===== src/rtl/rob_pkg.sv =====
// Shared types for the reorder buffer.
// Entry layout used by dispatch, execute and PRF sides.
package rob_pkg;
  localparam int PREG_W = 4;
  localparam int DATA_W = 8;

  typedef struct packed {
    logic              valid;
    logic              done;
    logic [PREG_W-1:0] pdst;
    logic [PREG_W-1:0] old_pdst;
    logic [DATA_W-1:0] value;
  } rob_entry_t;
endpackage


===== src/rtl/rob_ptr.sv =====
// Wrapping pointer for ROB head/tail.
// Power-of-two depth, so wrap is natural overflow.
module rob_ptr #(
  parameter int W = 3
) (
  input  logic         clk,
  input  logic         rst,
  input  logic         inc,
  input  logic         clr,
  output logic [W-1:0] ptr
);
  logic [W-1:0] ptr_q;
  logic [W-1:0] ptr_d;

  always_comb begin
    ptr_d = ptr_q;
    if (clr)
      ptr_d = '0;
    else if (inc)
      ptr_d = ptr_q + W'(1);
  end

  always_ff @(posedge clk or posedge rst) begin
    if (rst)
      ptr_q <= '0;
    else
      ptr_q <= ptr_d;
  end

  assign ptr = ptr_q;
endmodule


===== src/rtl/rob_commit.sv =====
// In-order reorder buffer feeding the PRF writeback port.
// Retires one completed head entry per cycle.
module rob_commit
  import rob_pkg::*;
#(
  parameter int ROB_SIZE = 8,
  parameter int TAG_W    = $clog2(ROB_SIZE)
) (
  input  logic              clk,
  input  logic              rst,
  input  logic              flush,
  input  logic              alloc_valid,
  input  logic [PREG_W-1:0] alloc_pdst,
  input  logic [PREG_W-1:0] alloc_old_pdst,
  output logic              alloc_ready,
  output logic [TAG_W-1:0]  alloc_tag,
  input  logic              cmpl_valid,
  input  logic [TAG_W-1:0]  cmpl_tag,
  input  logic [DATA_W-1:0] cmpl_val,
  output logic              wb_ena,
  output logic [PREG_W-1:0] wb_id,
  output logic [DATA_W-1:0] wb_val,
  output logic [PREG_W-1:0] old_wb,
  output logic [TAG_W:0]    count,
  output logic              empty,
  output logic              full
);
  rob_entry_t        ent_q [ROB_SIZE];
  rob_entry_t        ent_d [ROB_SIZE];
  logic [TAG_W-1:0]  head;
  logic [TAG_W-1:0]  tail;
  logic [TAG_W:0]    count_q, count_d;
  logic              wb_ena_q, wb_ena_d;
  logic [PREG_W-1:0] wb_id_q, wb_id_d;
  logic [PREG_W-1:0] old_wb_q, old_wb_d;
  logic [DATA_W-1:0] wb_val_q, wb_val_d;
  logic              alloc_fire;
  logic              commit;
  rob_entry_t        he;

  assign full        = (count_q == (TAG_W+1)'(ROB_SIZE));
  assign empty       = (count_q == '0);
  assign alloc_ready = !full && !flush;
  assign alloc_fire  = alloc_valid && alloc_ready;
  assign alloc_tag   = tail;
  assign he          = ent_q[head];
  assign commit      = he.valid && he.done && !flush;

  rob_ptr #(.W(TAG_W)) u_head (
    .clk (clk),
    .rst (rst),
    .inc (commit),
    .clr (flush),
    .ptr (head)
  );

  rob_ptr #(.W(TAG_W)) u_tail (
    .clk (clk),
    .rst (rst),
    .inc (alloc_fire),
    .clr (flush),
    .ptr (tail)
  );

  always_comb begin
    ent_d    = ent_q;
    count_d  = count_q;
    wb_ena_d = 1'b0;
    wb_id_d  = wb_id_q;
    old_wb_d = old_wb_q;
    wb_val_d = wb_val_q;
    if (flush) begin
      for (int i = 0; i < ROB_SIZE; i++)
        ent_d[i] = '0;
      count_d = '0;
    end else begin
      if (cmpl_valid && ent_q[cmpl_tag].valid) begin
        ent_d[cmpl_tag].done  = 1'b1;
        ent_d[cmpl_tag].value = cmpl_val;
      end
      if (commit) begin
        ent_d[head].valid = 1'b0;
        ent_d[head].done  = 1'b0;
        wb_ena_d = 1'b1;
        wb_id_d  = he.pdst;
        old_wb_d = he.old_pdst;
        wb_val_d = he.value;
      end
      // tail==head only when empty here, so no clash with commit
      if (alloc_fire) begin
        ent_d[tail].valid    = 1'b1;
        ent_d[tail].done     = 1'b0;
        ent_d[tail].pdst     = alloc_pdst;
        ent_d[tail].old_pdst = alloc_old_pdst;
      end
      count_d = count_q
              + (TAG_W+1)'(alloc_fire)
              - (TAG_W+1)'(commit);
    end
  end

  always_ff @(posedge clk or posedge rst) begin
    if (rst) begin
      for (int i = 0; i < ROB_SIZE; i++)
        ent_q[i] <= '0;
      count_q  <= '0;
      wb_ena_q <= 1'b0;
      wb_id_q  <= '0;
      old_wb_q <= '0;
      wb_val_q <= '0;
    end else begin
      ent_q    <= ent_d;
      count_q  <= count_d;
      wb_ena_q <= wb_ena_d;
      wb_id_q  <= wb_id_d;
      old_wb_q <= old_wb_d;
      wb_val_q <= wb_val_d;
    end
  end

  assign count  = count_q;
  assign wb_ena = wb_ena_q;
  assign wb_id  = wb_id_q;
  assign old_wb = old_wb_q;
  assign wb_val = wb_val_q;
endmodule


===== config.mk =====
export PLATFORM = sky130hd
export DESIGN_NAME = rob_commit
export DESIGN_NICKNAME = d
export VERILOG_FILES = /design/src/rtl/rob_pkg.sv /design/src/rtl/rob_ptr.sv /design/src/rtl/rob_commit.sv
export SDC_FILE = /design/constraint.sdc
export NUM_CORES = 1
export LEC_CHECK = 0
export ABC_AREA = 1
export CORE_ASPECT_RATIO = 0.5
export CORE_UTILIZATION = 38
export CTS_BUF_LIST = sky130_fd_sc_hd__clkbuf_4 sky130_fd_sc_hd__clkbuf_8
export CTS_CLUSTER_SIZE = 25
export DETAILED_ROUTE_END_ITERATION = 6
export PLACE_DENSITY_LB_ADDON = 0.08
export SYNTH_ARGS = -nofsm -noshare
export SYNTH_HDL_FRONTEND = slang
export SYNTH_HIERARCHICAL = 1
export SYNTH_SLANG_ARGS = --single-unit

===== constraint.sdc =====
create_clock -name clk -period 5.1 [get_ports clk]
set_input_delay 1.02 -clock clk [delete_from_list [all_inputs] [get_ports clk]]
set_output_delay 1.02 -clock clk [all_outputs]
set_load 0.005 [all_outputs]

==> results of run 1 <==
-- state kept, by name, summed over array words and instances, names as in the netlist --
| signal | count |
|---|---|
| ent_q | 144 |
| wb_val | 8 |
| count | 4 |
| old_wb | 4 |
| wb_id | 4 |
| u_head/ptr | 3 |
| u_tail/ptr | 3 |
| wb_ena | 1 |
-- final cells by class --
cell class | instances | share of cell area, %
Clock buffer | 19 | 2.78
Clock inverter | 13 | 1.81
Inverter | 156 | 6.45
Multi-Input combinational cell | 617 | 32.6
Sequential cell | 171 | 46.6
Tap cell | 273 | 3.72
Timing Repair Buffer | 54 | 6.05
-- Yosys cell counts (4+ instances only) --
| master | number |
|---|---|
| a21oi_1 | 17 |
| a22oi_1 | 16 |
| buf_2 | 9 |
| clkbuf_1 | 10 |
| dfrtp_1 | 171 |
| ha_1 | 8 |
| inv_1 | 145 |
| inv_2 | 7 |
| nand2_1 | 257 |
| nand2_2 | 8 |
| nand3_1 | 64 |
| nand4_1 | 12 |
| nor2_1 | 45 |
| nor2_2 | 4 |
| nor3_1 | 10 |
| o21ai_0 | 100 |
| o21ai_1 | 5 |
| o22ai_1 | 59 |
-- power breakdown --
part           switching, W  internal [W]  leakage (nW)
Combinational      0.000147     0.0000783          1.71
Clock              0.000546      0.000507         0.207
Sequential        0.0000127       0.00137          2.38
Total              0.000706       0.00196          4.29
-- metal layers --
metal	routed length (µm)	vias to the layer above	track usage [%]
met4	531	0	8.21
met3	1320	37	4.65
met5	0	-	0
met2	10600	195	35.3
met1	12400	3337	35.6
li1	-	3251	-
-- logic make-up after synthesis --
family | count (synthesis) | share of synthesized area [%]
compound gates | 198 | 13.9
xor+xnor | 1 | 0.110
fa+ha+maj | 9 | 1.50
buf+inv | 182 | 8.96
flops | 171 | 53.6
simple gates | 409 | 22.0
-- critical path, delay by kind of cell --
family | cells | cell delay, ps
buf+inv | 2 | 1100
simple gates | 1 | 220
-- how the worst max path moves through the flow --
stage | end | slack, ps | depth (start not counted)
finish | alloc_ready | 1740 | 3
floorplan | count[0] | 1980 | 1
detailed placement | count[2] | 1500 | 10
CTS | alloc_ready | 1730 | 3
global route | count[3] | 1460 | 15
global placement | count[2] | 1550 | 10
-- per-stage QoR --
| step | cell area (µm²) | cells | util [%] | setup slack [ps] |
|---|---|---|---|---|
| 2_1_floorplan | 7990 | 970 | - | 1980 |
| 5_1_grt | 9180 | 1303 | 44.7 | 1460 |
| 6_report | 9180 | 1303 | 44.7 | 1740 |
| 3_3_place_gp | 8760 | 1271 | 42.6 | 1550 |
| 3_5_place_dp | 8760 | 1271 | 42.6 | 1500 |
| 4_1_cts | 9180 | 1303 | 44.7 | 1730 |
==> run_results.csv, run 1 <==
group,metric,value,unit
synthesis,synthCells,970,
clocking,cts-root-buf,"clkbuf_8",
clocking,clock_sinks,171,
run,max-cap-violations,0,
synthesis,syn_avg_cell_area,8.23,µm²
hold_path,min_path_cells,2,
hold_path,min_path_type,"register to register",
sta,clock_skew,13.2,ps
cells_and_area,drive_above_1_share,6.31,%
global_route,grt_pass1_wl,39000,µm
setup_path,path_cells,"clkdlybuf4s50_1 > nor2_1 > clkdlybuf4s50_1",
routing,via_count,6820,
synthesis,synthArstFlopShare,100,%
placement,gp_congestion,0.819,
global_route,grt-ovfl-total,0,
setup_path,cp-end-kind,"primary output",
sta,holdWs,482,ps
floorplan,die_y,105,µm
hold_path,min_from,"wb_id[2]",
clocking,htreeDepth,4,
routing,antenna_left,0,
sta,fmax,298,MHz
setup_path,r2r-end,"count[2]",
cells_and_area,nets,1050,
synthesis,synth_cell_types,33,
setup_path,r2r_cells,14,
run_status,violations,"design-rule violations",
floorplan,row_count,37,
sta,period_needed,3360,ps
placement,dp_hpwl,16000,µm
routing,route.final.wire_length,24800,µm
routing,vias_per_cell,5.23,
power_and_ir_drop,peakVddDrop,0.179,mV
setup_path,crit_start,"flush",
synthesis,synth_fp_nets,1003,
clocking,cts_buffer_depth,2,
synthesis,yosys-top-cells-area,"dfrtp_1, nand2_1, inv_1, o21ai_0, o22ai_1",
cells_and_area,n_antenna_cell,0,
synthesis,synth_top_area_share,53.6,%
cells_and_area,final_cell_mix,"nand2_1, dfrtp_1, inv_1",
setup_path,crit_top_cell,"clkdlybuf4s50_1",
setup_path,cp-start-kind,"input port",
floorplan,start_util,38.9,%
clocking,cts_tree,"yes",
setup_path,cpPeakStageDelay,570,ps
sta,finalHoldViolations,0,
global_route,grt_start_max_net_pins,166,
routing,drc,3,
placement,io_buffers,50,
setup_path,cp.arrival,2340,ps
setup_path,critical_path_class,"input port to primary output",
synthesis,synth_area_leader_cell,"dfrtp_1",
floorplan,dieArea,0.0216,mm²
cells_and_area,syn_to_final_growth,15.0,%
cells_and_area,fillCellCount,2105,
clocking,clkTransAtPathRegs,90,ps
synthesis,ys_seq_elements,171,
setup_path,cp_slowest_cell,"clkdlybuf4s50_1",
floorplan,io_pins,51,
clocking,cts_resized,0,
sta,setup_tns,0,ps
routing,drtPass1Iterations,7,
setup_path,reg2reg_from,"u_head/ptr[1]",
routing,route.detailed.wl_per_inst,19.1,µm
power_and_ir_drop,finalPower,0.00266,W
floorplan,die_w,207,µm
power_and_ir_drop,p_leak,4.29,nW
sta,rsz0062_at_grt,"no",
synthesis,synth-main-ff-cell,"dfrtp_1",
sta,fin_crit_sh,65.8,%
sta,drv_slew,0,
cells_and_area,layout_commonest_cell,"nand2_1",
setup_path,critPathRequiredTime,4080,ps
global_route,grt_antenna_before_repair,0,
cells_and_area,register_area,0.00428,mm²
run_status,status,"finished with violations",
cells_and_area,multi_input_area,0.00299,mm²
power_and_ir_drop,powerDensity,290,mW/mm²
global_route,first_global_vias,6640,
synthesis,synth_edf_count,0,
global_route,track_usage,24.1,%
synthesis,yosys_warnings,6,
clocking,cts_buffers,17,
routing,first_iter_violations,598,
synthesis,synth.cell_area,0.00799,mm²
clocking,postCtsSetupBuffers,0,
synthesis,seq_area_frac_synth,53.6,%
clocking,clock_latency,490,ps
floorplan,coreArea,0.0206,mm²
setup_path,critPathMaxFanout,3,
clocking,cts_hold_buf,0,
sta,setup_viol_count_final,0,
sta,maxSlewHeadroom,31.0,%
sta,worst_pin_slew,1030,ps
setup_path,reg2reg_slack,1810,ps
hold_path,hold_end,"wb_id[2]",
No activity file was read; power rests on OpenSTA's default activity.
==> run 2: changes to the inputs <==
==> constraint.sdc (replaced) <==
create_clock -name clk -period 3 [get_ports clk]
set_input_delay 0.6 -clock clk [delete_from_list [all_inputs] [get_ports clk]]
set_output_delay 0.6 -clock clk [all_outputs]
set_load 0.005 [all_outputs]
==> run_results.csv, run 2 (synthesis results as in run 1) <==
group,metric,value,unit
routing,drc,0,
routing,route.final.wire_length,25000,µm
floorplan,start_util,38.9,%
power_and_ir_drop,peakVddDrop,0.279,mV
clocking,htreeDepth,4,
placement,place_ws,155,ps
global_route,first_global_vias,6781,
clocking,cts_tree,"yes",
routing,antenna_left,0,
cells_and_area,n_antenna_cell,0,
run_status,status,"completed",
cells_and_area,nets,1072,
routing,vias_per_cell,5.16,
floorplan,row_count,37,
cells_and_area,register_area,0.00428,mm²
floorplan,dieArea,0.0216,mm²
routing,route.detailed.wl_per_inst,18.9,µm
power_and_ir_drop,finalPower,0.00452,W
routing,first_iter_violations,508,
sta,fmax,371,MHz
sta,clock_skew,13.5,ps
cells_and_area,final_cells,1325,
setup_path,cp-start-kind,"register",
global_route,grt_start_max_net_pins,62,
global_route,track_usage,24.1,%
cells_and_area,top_register,"ent_q",
floorplan,die_w,207,µm
run,max-cap-violations,0,
floorplan,io_pins,51,
setup_path,critPathMaxFanout,13,
clocking,cts_buffers,17,
global_route,grt-ovfl-total,0,
sta,finalHoldViolations,0,
cells_and_area,final_util,45.6,%
hold_path,min_path_type,"input port to asynchronous set/reset pin",
setup_path,cp-end-kind,"register",
placement,dp_hpwl,16700,µm
clocking,clock_latency,480,ps
cells_and_area,final_cell_mix,"nand2_1, dfrtp_1, inv_1",
setup_path,critPathRequiredTime,3360,ps
sta,period_needed,2690,ps
sta,drv_slew,0,
global_route,grt_antenna_before_repair,0,
floorplan,die_y,105,µm
clocking,cts-root-buf,"clkbuf_8",
sta,rsz0062_at_grt,"no",
placement,gp_congestion,0.854,
cells_and_area,multi_input_area,0.00299,mm²
clocking,cts_hold_buf,0,
cells_and_area,drive_above_1_share,8.27,%
power_and_ir_drop,powerDensity,482,mW/mm²
cells_and_area,layout_commonest_cell,"nand2_1",
cells_and_area,syn_to_final_growth,17.2,%
setup_path,cp.arrival,3050,ps
floorplan,coreArea,0.0206,mm²
clocking,clock_sinks,171,
setup_path,critical_path_class,"register to register",
routing,drtPass1Iterations,7,
sta,maxSlewHeadroom,42.8,%
clocking,postCtsSetupBuffers,0,
sta,timing.final.ws_setup,305,ps
clocking,clkTransAtPathRegs,100,ps
placement,dp_cells,1293,
global_route,grt_pass1_wl,39100,µm
cells_and_area,fillCellCount,2099,
sta,fin_crit_sh,89.8,%
routing,via_count,6834,
clocking,cts_buffer_depth,2,
placement,io_buffers,50,
power_and_ir_drop,p_leak,4.39,nW
sta,setup_tns,0,ps
sta,worst_pin_slew,856,ps
clocking,cts_resized,0,
cells_and_area,largest_reg_flops,144,
sta,setup_viol_count_final,0,
-- run 2: path summary, 6_finish.rpt --
kind | start | endpoint | slack [ps] | cells past startpoint
worst max-delay path | u_head/ptr[0] | count[2] | 310 | 14
worst min-delay path | rst | u_tail/ptr[0] | 470 | 2
min in group clk | wb_val[3] | wb_val[3] | 490 | 2
worst max register to register | u_head/ptr[0] | count[2] | 310 | 14
max in group asynchronous | rst | wb_val[1] | 1730 | 3
worst min register to register | wb_val[3] | wb_val[3] | 490 | 2
-- run 2: critical path, cell delays in order, from the launching register on --
cell,delay (ps)
dfrtp_1,500
buf_4,250
nand2_1,80
nand2_1,60
nor2_1,40
nor2_1,200
nand2_4,120
nand2_4,90
inv_1,70
ha_1,280
inv_1,30
ha_1,210
fa_1,430
xnor2_1,160
nor2_1,50
-- run 2: power breakdown --
part | total (W) | internal (W) | switching, W
combinational | 0.000398 | 0.000146 | 0.000252
clock | 0.00176 | 0.000834 | 0.000925
sequential | 0.00236 | 0.00233 | 0.0000233
total | 0.00452 | 0.00331 | 0.00120
-- run 2: cell type report --
class	instances	share of cell area, %
clock buffer	18	2.58
multi-input combinational	617	32.0
inverter	156	6.32
sequential	171	45.7
timing repair buffer	76	7.96
clock inverter	14	1.83
tap	273	3.65
-- run 2: per-layer routing --
layer,wire length [µm],GRT usage (%),vias to the layer above
met1,12300,35.1,3343
met2,11100,37.1,179
li1,-,-,3289
met3,1210,3.86,23
met5,0,0,-
met4,378,6.77,0
-- run 2: per-stage QoR --
step	cell area (µm²)	hold slack, ps
finish	9360	470
global route	9360	496
CTS	9360	457
detailed placement	8950	465
global placement	8950	462
floorplan	7990	354
